$ cat src/rtl/glitch_witch_sched.sv
// rtl/glitch_witch_sched.sv - run sequencer for a glitch_witch stress bank
// Clears the bank, ramps enables up slot by slot, holds, ramps down in reverse, settles and latches results.
module glitch_witch_sched #(
    parameter int NUM_INST      = 8,
    parameter int CLEAR_CYCLES  = 16,
    parameter int STEP_CYCLES   = 256,
    parameter int SETTLE_CYCLES = 64
) (
    input  logic                clk,
    input  logic                arst,
    input  logic                start,
    input  logic                stop,
    input  logic [31:0]         run_cycles,
    input  logic [NUM_INST-1:0] inst_mask,
    input  logic [NUM_INST-1:0] sticky_err_in,
    output logic [NUM_INST-1:0] ena,
    output logic [NUM_INST-1:0] sclr,
    output logic [NUM_INST-1:0] sclr_err,
    output logic                busy,
    output logic                done,
    output logic                pass,
    output logic                aborted,
    output logic [NUM_INST-1:0] err_vec,
    output logic                live_err
);
    localparam int IW = (NUM_INST > 1) ? $clog2(NUM_INST) : 1;
    localparam logic [IW-1:0] LAST        = IW'(NUM_INST - 1);
    localparam logic [31:0]   CLEAR_LOAD  = 32'(CLEAR_CYCLES - 1);
    localparam logic [31:0]   STEP_LOAD   = 32'(STEP_CYCLES - 1);
    localparam logic [31:0]   SETTLE_LOAD = 32'(SETTLE_CYCLES - 1);

    typedef enum logic [2:0] {
        S_IDLE, S_CLEAR, S_RAMP_UP, S_RUN, S_RAMP_DOWN, S_SETTLE, S_CHECK
    } state_t;

    state_t              state_q;
    logic [31:0]         cnt_q;
    logic [31:0]         run_len_q;
    logic [IW-1:0]       slot_q;
    logic [NUM_INST-1:0] mask_q;
    logic [NUM_INST-1:0] ena_q;
    logic [NUM_INST-1:0] sclr_q;
    logic [NUM_INST-1:0] err_vec_q;
    logic                busy_q;
    logic                done_q;
    logic                pass_q;
    logic                aborted_q;
    logic                live_err_q;

    logic                cnt_zero;
    logic [IW-1:0]       slot_nxt;
    logic [IW-1:0]       slot_prv;
    logic [NUM_INST-1:0] masked_err;
    logic                busy_d;
    logic [NUM_INST-1:0] live_mask_d;
    logic                live_err_d;

    assign cnt_zero   = (cnt_q == '0);
    assign slot_nxt   = slot_q + 1'b1;
    assign slot_prv   = slot_q - 1'b1;
    assign masked_err = sticky_err_in & mask_q;

    // live_err follows the busy/mask values that will be visible next cycle
    always_comb begin
        busy_d      = busy_q;
        live_mask_d = mask_q;
        if (state_q == S_IDLE && start) begin
            busy_d      = 1'b1;
            live_mask_d = inst_mask;
        end else if (state_q == S_SETTLE && cnt_zero) begin
            busy_d = 1'b0;
        end
    end
    assign live_err_d = busy_d & (|(sticky_err_in & live_mask_d));

    always_ff @(posedge clk or posedge arst) begin
        if (arst) begin
            state_q    <= S_IDLE;
            cnt_q      <= '0;
            run_len_q  <= '0;
            slot_q     <= '0;
            mask_q     <= '0;
            ena_q      <= '0;
            sclr_q     <= '0;
            err_vec_q  <= '0;
            busy_q     <= 1'b0;
            done_q     <= 1'b0;
            pass_q     <= 1'b0;
            aborted_q  <= 1'b0;
            live_err_q <= 1'b0;
        end else begin
            live_err_q <= live_err_d;
            done_q     <= 1'b0;
            case (state_q)
                S_IDLE: if (start) begin
                    mask_q    <= inst_mask;
                    run_len_q <= (run_cycles == '0) ? '0 : run_cycles - 32'd1;
                    aborted_q <= 1'b0;
                    pass_q    <= 1'b0;
                    err_vec_q <= '0;
                    sclr_q    <= inst_mask;
                    busy_q    <= 1'b1;
                    cnt_q     <= CLEAR_LOAD;
                    state_q   <= S_CLEAR;
                end
                S_CLEAR: if (stop) begin
                    sclr_q    <= '0;
                    aborted_q <= 1'b1;
                    cnt_q     <= SETTLE_LOAD;
                    state_q   <= S_SETTLE;
                end else if (cnt_zero) begin
                    sclr_q    <= '0;
                    slot_q    <= '0;
                    ena_q[0]  <= mask_q[0];
                    cnt_q     <= STEP_LOAD;
                    state_q   <= S_RAMP_UP;
                end else begin
                    cnt_q <= cnt_q - 32'd1;
                end
                S_RAMP_UP: if (stop) begin
                    // ramp-down begins at the slot currently being ramped
                    aborted_q     <= 1'b1;
                    ena_q[slot_q] <= 1'b0;
                    cnt_q         <= STEP_LOAD;
                    state_q       <= S_RAMP_DOWN;
                end else if (cnt_zero) begin
                    if (slot_q == LAST) begin
                        cnt_q   <= run_len_q;
                        state_q <= S_RUN;
                    end else begin
                        slot_q          <= slot_nxt;
                        ena_q[slot_nxt] <= mask_q[slot_nxt];
                        cnt_q           <= STEP_LOAD;
                    end
                end else begin
                    cnt_q <= cnt_q - 32'd1;
                end
                S_RUN: if (stop || cnt_zero) begin
                    aborted_q   <= aborted_q | stop;
                    slot_q      <= LAST;
                    ena_q[LAST] <= 1'b0;
                    cnt_q       <= STEP_LOAD;
                    state_q     <= S_RAMP_DOWN;
                end else begin
                    cnt_q <= cnt_q - 32'd1;
                end
                S_RAMP_DOWN: if (cnt_zero) begin
                    if (slot_q == '0) begin
                        cnt_q   <= SETTLE_LOAD;
                        state_q <= S_SETTLE;
                    end else begin
                        slot_q          <= slot_prv;
                        ena_q[slot_prv] <= 1'b0;
                        cnt_q           <= STEP_LOAD;
                    end
                end else begin
                    cnt_q <= cnt_q - 32'd1;
                end
                S_SETTLE: if (cnt_zero) begin
                    busy_q    <= 1'b0;
                    done_q    <= 1'b1;
                    err_vec_q <= masked_err;
                    pass_q    <= ~(|masked_err);
                    state_q   <= S_CHECK;
                end else begin
                    cnt_q <= cnt_q - 32'd1;
                end
                S_CHECK: state_q <= S_IDLE;
                default: state_q <= S_IDLE;
            endcase
        end
    end

    assign ena      = ena_q;
    assign sclr     = sclr_q;
    assign sclr_err = sclr_q;
    assign busy     = busy_q;
    assign done     = done_q;
    assign pass     = pass_q;
    assign aborted  = aborted_q;
    assign err_vec  = err_vec_q;
    assign live_err = live_err_q;
endmodule

$ cat config.mk
export PLATFORM = sky130hd
export DESIGN_NAME = glitch_witch_sched
export DESIGN_NICKNAME = d
export VERILOG_FILES = /design/src/rtl/glitch_witch_sched.sv
export SDC_FILE = /design/constraint.sdc
export NUM_CORES = 1
export LEC_CHECK = 0
export BUFFER_PORTS_ARGS = -buffer_cell sky130_fd_sc_hd__clkbuf_2
export CAP_MARGIN = 20
export CORE_AREA = 5 5 129 131
export CTS_BUF_LIST = sky130_fd_sc_hd__clkbuf_2
export CTS_CLUSTER_SIZE = 12
export DETAILED_ROUTE_END_ITERATION = 6
export DIE_AREA = 0 0 134 136
export PLACE_DENSITY = 0.66
export SLEW_MARGIN = 40
export SYNTH_ARGS = -nofsm -noshare
export SYNTH_HDL_FRONTEND = slang
export SYNTH_SLANG_ARGS = --single-unit
$ cat constraint.sdc
create_clock -name clk -period 4.72 [get_ports clk]
set_clock_uncertainty 0.2 [all_clocks]
set_input_delay 0.944 -clock clk [delete_from_list [all_inputs] [get_ports clk]]
set_output_delay 0.944 -clock clk [all_outputs]
set_load 0.005 [all_outputs]
## Word level (Yosys, flattened, before mapping)

Index checks and enable logic that the tools add are counted.

- Input port bits: 52
- Flip-flop bits (word level): 107
- Output and inout port bits: 37
- Word-level logic and storage cells: 161

- $add $sub $neg: 4
- Bitwise gates (word level): 9
- Multiplexer cells: 73
- Reduce and logical (&&, ||, !) cells: 31
- $lt $le $gt $ge: 6
- Eq/ne operators: 23

Operators by type and width:

| kind | number |
|---|---|
| two-way mux 32 bit | 10 |
| case mux 32 bit (6 select lines) | 1 |
| two-way mux 8 bit | 12 |
| logical NOT 32 bit | 2 |
| subtractor 32 x 1 -> 32 bit, second input constant | 2 |
| two-way mux 3 bit | 18 |
| bitwise AND 8 bit | 4 |
| case mux 8 bit (2 select lines) | 2 |
| != test 2 bit, second input constant | 12 |
| case mux 3 bit (6 select lines) | 1 |
| two-way mux 1 bit | 17 |
| NOT 8 bit | 2 |
| OR reduction 8 bit | 2 |
| < comparator 3 x 4 -> 1 bit, second input constant | 3 |
| != test 3 bit, second input constant | 4 |
| case mux 3 bit (4 select lines) | 1 |
| case mux 6 bit (2 select lines) | 1 |
| demux 1 bit (select 3 bit) | 3 |
| == test 3 bit, second input constant | 3 |
| >= comparator 3 x 1 -> 1 bit, second input constant | 3 |
| case mux 1 bit (3 select lines) | 3 |
| AND reduction 3 bit | 3 |
| AND reduction 9 bit | 1 |
| nonzero test 3 bit | 3 |
| 24 further kinds | 33 |

## Depth between registers and ports, before layout

Gate-level depths: netlist of the first run.

- Depth in word-level cells: 10
- Depth in mapped cells: 11
- Mapped depth without buffers: 8

## Worst setup path after synthesis of the first run

No wires, ideal clock.

- Path type: input to register
- From: input port run_cycles[0]
- To: register run_len_q[14]
- Stages on the path: 9
- Path buffers: 2
- Setup time: 0.126 ns
- Setup slack: 1.334 ns
- Required time: 4.394 ns
- Arrival: 3.060 ns
- Cell sequence: inv_1 > ha_1 > or3b_2 > or4_1 > buf_2 > or4_4 > o21ai_2 > buf_6 > o21ai_0

- Word-level cells in the longest chain between the ends: 2
- Elaborated cells between the ends (all ways): 3
- Those cells by class: add/sub (1); mux (1); reduce/logical (1)

RTL lines:

| item | RTL line | RTL |
|---|---|---|
| from (decl) | 13 | `input logic [31:0] run_cycles,` |
| subtractor 32 x 1 -> 32 bit or logical NOT 32 bit (tied branches) | 97 | `run_len_q <= (run_cycles == '0) ? '0 : run_cycles - 32'd1;` |
| two-way mux 32 bit (*) | 97 |  |
| to (signal assigned) | 97 |  |
| to (decl) | 38 | `logic [31:0] run_len_q;` |

Every way passes the cells marked *; elsewhere a longest branch is shown, timed or not.
A chain may end at the register's enable or synchronous reset.

## Final worst setup path of the first run

- From: register cnt_q[10]
- To: register cnt_q[21]

- Word-level cells in the longest chain between the ends: 4
- Elaborated cells between the ends (all ways): 13
- Those cells by class: add/sub (1); eq/ne (1); mux (8); reduce/logical (3)

RTL lines:

| item | RTL line | RTL |
|---|---|---|
| from (decl) | 37 | `logic [31:0] cnt_q;` |
| from (signal assigned) | 118 | `cnt_q <= cnt_q - 32'd1;` |
| from (signal assigned) | 128 | `cnt_q <= run_len_q;` |
| from (signal assigned) | 136 | `cnt_q <= cnt_q - 32'd1;` |
| subtractor 32 x 1 -> 32 bit or logical NOT 32 bit (tied branches) | -- |  |
| two-way mux 32 bit (tied with other cells) | 126 | `end else if (cnt_zero) begin` |
| two-way mux 32 bit, on equally long branches | 120, 106, 138 |  |
| case mux 32 bit (6 select lines) | 94 | `case (state_q)` |

Parallel ways exist; a longest one is shown, timed or not. The select of a mux whose other input is x is not followed.

==> run metrics, run 1 <==
outcome=finished, final reports clean; DP Worst Slack=713 ps; worst-case clock buffer depth=2; crit path time final=3380 ps; worst-margin pin slew=766 ps; Most Frequent Cell on Critical Path=buf_4; layout net count=about 950; Finished Cell Area=7470 sq um; Synth Area per Inst=8.18 sq um; Comb power frac=51.3%; Startpoint Class=register; EDFF count, synth=0; share of cells above drive strength 1=16.6%; total global routing overflow=0; mapped cell area=6810 sq um; Top FF cell, synth=dfrtp_1; die area=between 15000 and 20000 sq um; Fillers=approximately 1500; HP Class=in2async; Leakage Power=3.31 nW; Critical Path AT=about 3700 ps; setup_tns=0 ps; Via density=around 6; CP Capture Type=register; Post-DP HPWL=approximately 14 mm; Inserted Clock Buffers=9; TritonCTS clock tree=built; #FFs+latches synth=107; gpl congestion=between 0.9 and 1; Die Y=between 100 and 150 um; met3 Use GR=under 10%; ANT nets after route=0; Cell variety after synth=76; Final WS setup=roughly 1300 ps; Synthesized Nets=a little under 900; Skew-Pair Late Insertion Delay=640 ps; Yosys top cell by area=dfrtp_1; Synth top area share=39.3%; Post-CTS Setup Inserts=0; Final Max Slew Viols=0; PD cells=517 nW/um^2; critical path's largest stage delay=~600 ps; Slew HR=just under 50%; Fin. Hold Viols=0; Max-Cap Viols=0; Register Area=2680 sq um; CTS Sinks=107; Area after DPL=about 7400 sq um; Worst VDD drop=258 uV; Final Non-Filler Cells=1091; Initial Util=a little over two fifths; Commonest cells post-synth=nand2_1 (156), dfrtp_1 (107), o21ai_0 (82), nor2_1 (61), a21oi_1 (35); hold slack final=105 ps; io pins=between 80 and 90; global routing usage on met2=33.2%; worst path bufs/invs=2; final setup fails=0; iteration count of the initial detailed-routing pass=5; All-Layer GR Usage=21.6%; post_cts resized=0; initial antenna violation count=1; Largest delay share family, worst path=simple AND/OR/NAND/NOR gates; synth top area cells=dfrtp_1 (39%), nand2_1 (8.6%), o21ai_0 (6.0%), nor2_1 (3.4%), a21oi_1 (2.6%); die width=134 um; Synth warnings=0; DRC=0; dpl cells=1074; Port Buf Inserts=~90; sequential share of the synthesized area=39.3%; global-route wire length before repair=between 30 and 40 mm; Synth async-reset ratio=100%; crit-path cells=nor4_2, nand4_1, nor3_2, buf_4, nor2_1, buf_4, a32oi_1, o211ai_1; most common cell in the netlist=nand2_1; DRT iter0 DRCs=596; clk slew on worst S/H paths=between 300 and 400 ps; synth-to-layout area growth=9.74%; fin crit share=71.7%; Synth Instances=832; Multi-input gate area=3800 sq um; WL final=19.2 mm; RSZ-0062 raised after global routing=no; cell-internal power=roughly 2 mW; largest net degree at the start of global routing=49; via count=6440; core area=15500 sq um; path type of the worst setup path=reg2reg; switching share of total power=48.0%; slowest cell on the critical path=nor3_2; Worst EP required=5030 ps; sequential power share=37.7%; H-tree depth=3; hold_buf cts=0; Root Buffer=clkbuf_2; Peak Freq=296 MHz; GR Util met1=31.4%; busiest layer in global routing=met2; Row Count=46; clock network fraction of total power=11.0%; crit path max fanout=20; reported net switching power=1.86 mW; Wirelength per Cell=17.6 um; vias in the first global route=6189
## stage by stage
step,total power [mW],util [%]
after detailed placement,3.42,47.5
after floorplan,2.84,-
final,3.87,48.3
after global routing,4.20,48.3
after global placement,3.40,47.5
after CTS,3.85,48.2
## registers in the layout, indices dropped and copies added, names as in the netlist, 3 cells and up
name       cells
slot_q         3
err_vec        8
sclr           8
ena            8
cnt_q         32
run_len_q     32
state_q        3
mask_q         8
## final timing paths
check | slack (ps) | depth (start not counted) | from | end
worst max-delay path | 1340 | 8 | cnt_q[10]$_DFFE_PP0P_ | cnt_q[21]$_DFFE_PP0P_
worst min-delay path | 100 | 2 | arst | sclr[6]$_DFFE_PP0P_
worst max register to register | 1340 | 8 | cnt_q[10]$_DFFE_PP0P_ | cnt_q[21]$_DFFE_PP0P_
worst min register to register | 310 | 2 | run_len_q[8]$_DFFE_PP0P_ | cnt_q[8]$_DFFE_PP0P_
max in group asynchronous | 3310 | 3 | arst | cnt_q[7]$_DFFE_PP0P_
min in group clk | 270 | 3 | inst_mask[1] | sclr[1]$_DFFE_PP0P_
## layout make-up
class / instances / area share [%]
Multi-Input combinational cell: 650 / 50.9
Sequential cell: 107 / 35.8
Timing Repair Buffer: 104 / 7.50
Tap cell: 192 / 3.22
Inverter: 21 / 1.09
Clock inverter: 6 / 0.720
Clock buffer: 10 / 0.670
Antenna cell: 1 / 0.0335
## cells in the final DEF, fill, tap and decap left out, drive strengths merged, types with 7 or more instances in the layout
| master | Yosys | final |
|---|---|---|
| o21ai | 86 | 86 |
| nor2 | 62 | 62 |
| buf | 24 | 16 |
| nor3 | 36 | 36 |
| a22oi | 16 | 16 |
| a32oi | 8 | 8 |
| nand2 | 156 | 156 |
| nor2b | 7 | 7 |
| o211ai | 7 | 7 |
| xnor2 | 18 | 18 |
| nor4 | 28 | 28 |
| inv | 21 | 25 |
| a21oi | 35 | 35 |
| clkbuf | 30 | 98 |
| nand4 | 9 | 9 |
| a22o | 7 | 7 |
| xor2 | 14 | 14 |
| or4 | 8 | 8 |
| dfrtp | 107 | 107 |
| ha | 9 | 9 |
| nand2b | 16 | 16 |
| or3 | 10 | 10 |
| o31ai | 12 | 12 |
| nand3 | 16 | 16 |
## worst reg2reg max path, stage by stage (launching register included)
cell	delay, ps
dfrtp_1	500
nor4_2	580
nand4_1	410
nor3_2	610
buf_4	360
nor2_1	80
buf_4	200
a32oi_1	230
o211ai_1	110
## routing by layer
layer  routed length [um]  vias to the layer above
li1                     -                     3138
met1                 9180                     3081
met2                 8560                      200
met3                 1190                       21
met4                  229                        0
met5                    0                        -
## power groups by stage
stage               registers [mW]  clock network, mW  logic, mW
floorplan                     1.35                  0       1.48
global placement              1.46                  0       1.94
detailed placement            1.47                  0       1.95
CTS                           1.45              0.440       1.96
global route                  1.49              0.478       2.23
finish                        1.46              0.426       1.98
## logic make-up (layout without fill, tap and decap cells)
family	count (synthesis)	in the layout	synth area share (%)
AOI/OAI and AO/OA	220	220	20.8
xor gates and xnor gates	32	32	4.12
other	0	1	0
muxes	8	8	1.40
DFF	107	107	39.3
adders and majority gates	9	9	1.65
buffers and inverters	75	141	5.02
and+or+nand+nor	381	381	27.7
Power figures use the tool's default switching activity.
==> inputs of run 2 (changes only) <==
--- a/config.mk
+++ b/config.mk
@@ -5,14 +5,15 @@
 export SDC_FILE = /design/constraint.sdc
 export NUM_CORES = 1
 export LEC_CHECK = 0
+export ABC_AREA = 1
 export BUFFER_PORTS_ARGS = -buffer_cell sky130_fd_sc_hd__clkbuf_2
 export CAP_MARGIN = 20
-export CORE_AREA = 5 5 129 131
+export CORE_AREA = 5 5 134 136
 export CTS_BUF_LIST = sky130_fd_sc_hd__clkbuf_2
 export CTS_CLUSTER_SIZE = 12
 export DETAILED_ROUTE_END_ITERATION = 6
-export DIE_AREA = 0 0 134 136
-export PLACE_DENSITY = 0.66
+export DIE_AREA = 0 0 139 141
+export PLACE_DENSITY = 0.68
 export SLEW_MARGIN = 40
 export SYNTH_ARGS = -nofsm -noshare
 export SYNTH_HDL_FRONTEND = slang
==> constraint.sdc (replaced) <==
create_clock -name clk -period 2.85 [get_ports clk]
set_clock_uncertainty 0.2 [all_clocks]
set_input_delay 0.57 -clock clk [delete_from_list [all_inputs] [get_ports clk]]
set_output_delay 0.57 -clock clk [all_outputs]
set_load 0.005 [all_outputs]
==> run 2 against run 1 <==
  * Non-clock buffer count grew 20
  * Area after synthesis is 7.0% higher
  * Combinational power rose by 59%
  * Largest cell class unchanged
==> run metrics, run 2 <==
total global routing overflow=0 (unchanged); Synth warnings=0 (unchanged); Final Max Slew Viols=0 (unchanged); Max-Cap Viols=0 (unchanged); ANT nets after route=0 (unchanged); Die Y=141 um (+3.7%); HP Start=run_cycles[16]; clk slew on worst S/H paths=280 ps (-40 ps); FF-to-FF Start=cnt_q[0]$_DFFE_PP0P_; crit path time final=2580 ps (-804 ps); DRC=0 (unchanged); Skew-Pair Late Insertion Delay=620 ps (-20 ps); Initial Util=43.3% (-0.65 points); largest net degree at the start of global routing=108 (+120%); via count=7139 (+11%); final setup fails=0 (unchanged); Post-DP HPWL=14.2 mm (-0.92%); die area=19600 sq um (+7.5%); crit-path cells=inv_1, ha_1, inv_1, nor2_1, nand2_1, nor2_1, nand2_1, nor2_4, inv_2, nor2_2, nand2_1, nand2_1, nand2_1, nand2_1; Most Frequent Cell on Critical Path=nand2_1; slowest cell on the critical path=dfrtp_1; PD cells=741 nW/um^2 (+43%); EDFF count, synth=0 (unchanged); Peak Freq=388 MHz (+31%); Inserted Clock Buffers=9 (unchanged); dpl cells=1374 (+28%); crit path max fanout=11 (-45%); total power=6.10 mW (+58%); die width=139 um (+3.7%); share of cells above drive strength 1=12.9% (-3.7 points); HP Class=in2reg; core area=16800 sq um (+8.6%); fin crit share=90.5% (+19 points); All-Layer GR Usage=19.6% (-2.0 points); setup_tns=0 ps (unchanged); Commonest cells post-synth=nand2_1 (394), nor2_1 (149), dfrtp_1 (107), o21ai_0 (86), inv_1 (85); TritonCTS clock tree=built; Top FF cell, synth=dfrtp_1; path type of the worst setup path=reg2reg; Synth top area share=36.8% (-2.6 points); Post-CTS Setup Inserts=0 (unchanged); synth-to-layout area growth=12.9%; Wirelength per Cell=13.6 um (-23%); global-route wire length before repair=32.4 mm (+1.2%); Fillers=1790 (+18%); H-tree depth=3 (unchanged); most common cell in the netlist=nand2_1; Critical Path Start=cnt_q[0]$_DFFE_PP0P_; CTS Sinks=107 (unchanged); Synth Area per Inst=6.71 sq um (-18%); most frequent cells in the layout=nand2_1 (394), nor2_1 (149), dfrtp_1 (107), clkbuf_2 (98), o21ai_0 (86); commonest non-fill, non-tap cell in the layout=nand2_1; Final WS setup=272 ps (-1070 ps); Worst EP required=3210 ps (-1820 ps); sequential share of the synthesized area=36.8% (-2.6 points); Slew HR=55.6% (+6.9 points); setup slack, reg-to-reg=270 ps (-1070 ps); worst-margin pin slew=666 ps (-101 ps); Fin. Hold Viols=0 (unchanged); worst-case clock buffer depth=2 (unchanged); Synth async-reset ratio=100% (unchanged); CP Capture Type=register; #FFs+latches synth=107 (unchanged); initial antenna violation count=1 (unchanged); Area after DPL=7900 sq um (+7.4%); Root Buffer=clkbuf_2; mapped cell area=7290 sq um (+7.0%); outcome=finished, final reports clean; synth top area cells=dfrtp_1 (37%), nand2_1 (20%), nor2_1 (7.7%), o21ai_0 (5.9%), inv_1 (4.4%); Synthesized Nets=1146 (+28%); Yosys top cell by area=dfrtp_1; Synth Instances=1085 (+30%); Startpoint Class=register; Finished Cell Area=8230 sq um (+10%); Worst VDD drop=378 uV (+46%); CP Capture Point=cnt_q[26]$_DFFE_PP0P_; vias in the first global route=6683 (+8.0%); critical path's largest stage delay=460 ps (-140 ps); DP Worst Slack=159 ps (-554 ps); Critical Path AT=2940 ps (-750 ps); io pins=89 (unchanged); iteration count of the initial detailed-routing pass=5 (unchanged); Final Non-Filler Cells=1412 (+29%); RR Endpoint=cnt_q[26]$_DFFE_PP0P_; Cell variety after synth=43 (-43%); Port Buf Inserts=88 (unchanged); gpl congestion=0.961 (+4.5%); R2R cell count=14 (+6); Row Count=48 (+4.3%); Via density=5.06 (-14%); Multi-input gate area=4050 sq um (+6.4%); hold slack final=58.4 ps (-46.4 ps); WL final=19.2 mm (about the same); RSZ-0062 raised after global routing=no; final core occ=48.9% (+0.68 points); Largest regs=cnt_q: 32 flops, run_len_q: 32 flops; Leakage Power=4.38 nW (+32%); layout net count=1243 (+30%); DRT iter0 DRCs=487 (-18%); Register Area=2680 sq um (unchanged)
==> run 2: area by class of cell <==
class,instances,area share [%]
Inverter,93,4.29
Timing Repair Buffer,124,9.46
Sequential cell,107,32.5
Clock buffer,10,0.608
Antenna cell,1,0.0304
Tap cell,225,3.42
Clock inverter,5,0.471
Multi-Input combinational cell,847,49.2
==> run 2: worst min path at each step <==
| stage | endpoint | slack [ps] | cells past startpoint |
|---|---|---|---|
| 2_1_floorplan | run_len_q[21]$_DFFE_PP0P_ | 250 | 2 |
| 3_3_place_gp | ena[7]$_DFFE_PP0P_ | 260 | 2 |
| 3_5_place_dp | ena[7]$_DFFE_PP0P_ | 280 | 2 |
| 4_1_cts | run_len_q[17]$_DFFE_PP0P_ | 10 | 3 |
| 5_1_grt | run_len_q[17]$_DFFE_PP0P_ | 30 | 3 |
| 6_report | run_len_q[16]$_DFFE_PP0P_ | 60 | 3 |
==> run 2: repair_timing <==
| item | 4_1_cts | 5_1_grt |
|---|---|---|
| setup endpoints to repair | 0 | 38 |
| resized for setup | 0 | 3 |
| endpoints found under the hold margin | 135 | 0 |
| hold buffers | 22 | 0 |
==> run 2: logic make-up after synthesis <==
family	after synthesis	synth area share, %
adder cells (fa/ha/maj)	9	1.55
flip-flops	107	36.8
XOR/XNOR	48	5.77
AND/OR/NAND/NOR	654	37.5
buffers and inverters	131	7.93
AO/OA/AOI/OAI	136	10.5
==> run 2: layer usage <==
metal  vias up  wire, um  track usage, %
met4         0       295            5.66
met2       198      8780            32.0
li1       3656         -               -
met5         -         0               0
met1      3262      9110            28.0
met3        23       988            2.00
==> run 2: worst max-delay path: cells and delay by family (launching register included) <==
family / cells / cell delay, ps
AND/OR/NAND/NOR: 10 / 1430
buffers and inverters: 3 / 270
flip-flops: 1 / 460
adder cells (fa/ha/maj): 1 / 180
==> run 2: power breakdown <==
group	leakage [nW]	switching (mW)	internal, mW
Sequential	1.39	0.339	1.96
Clock	0.0641	0.533	0.124
Combinational	2.93	2.15	1.00
Total	4.38	3.02	3.08
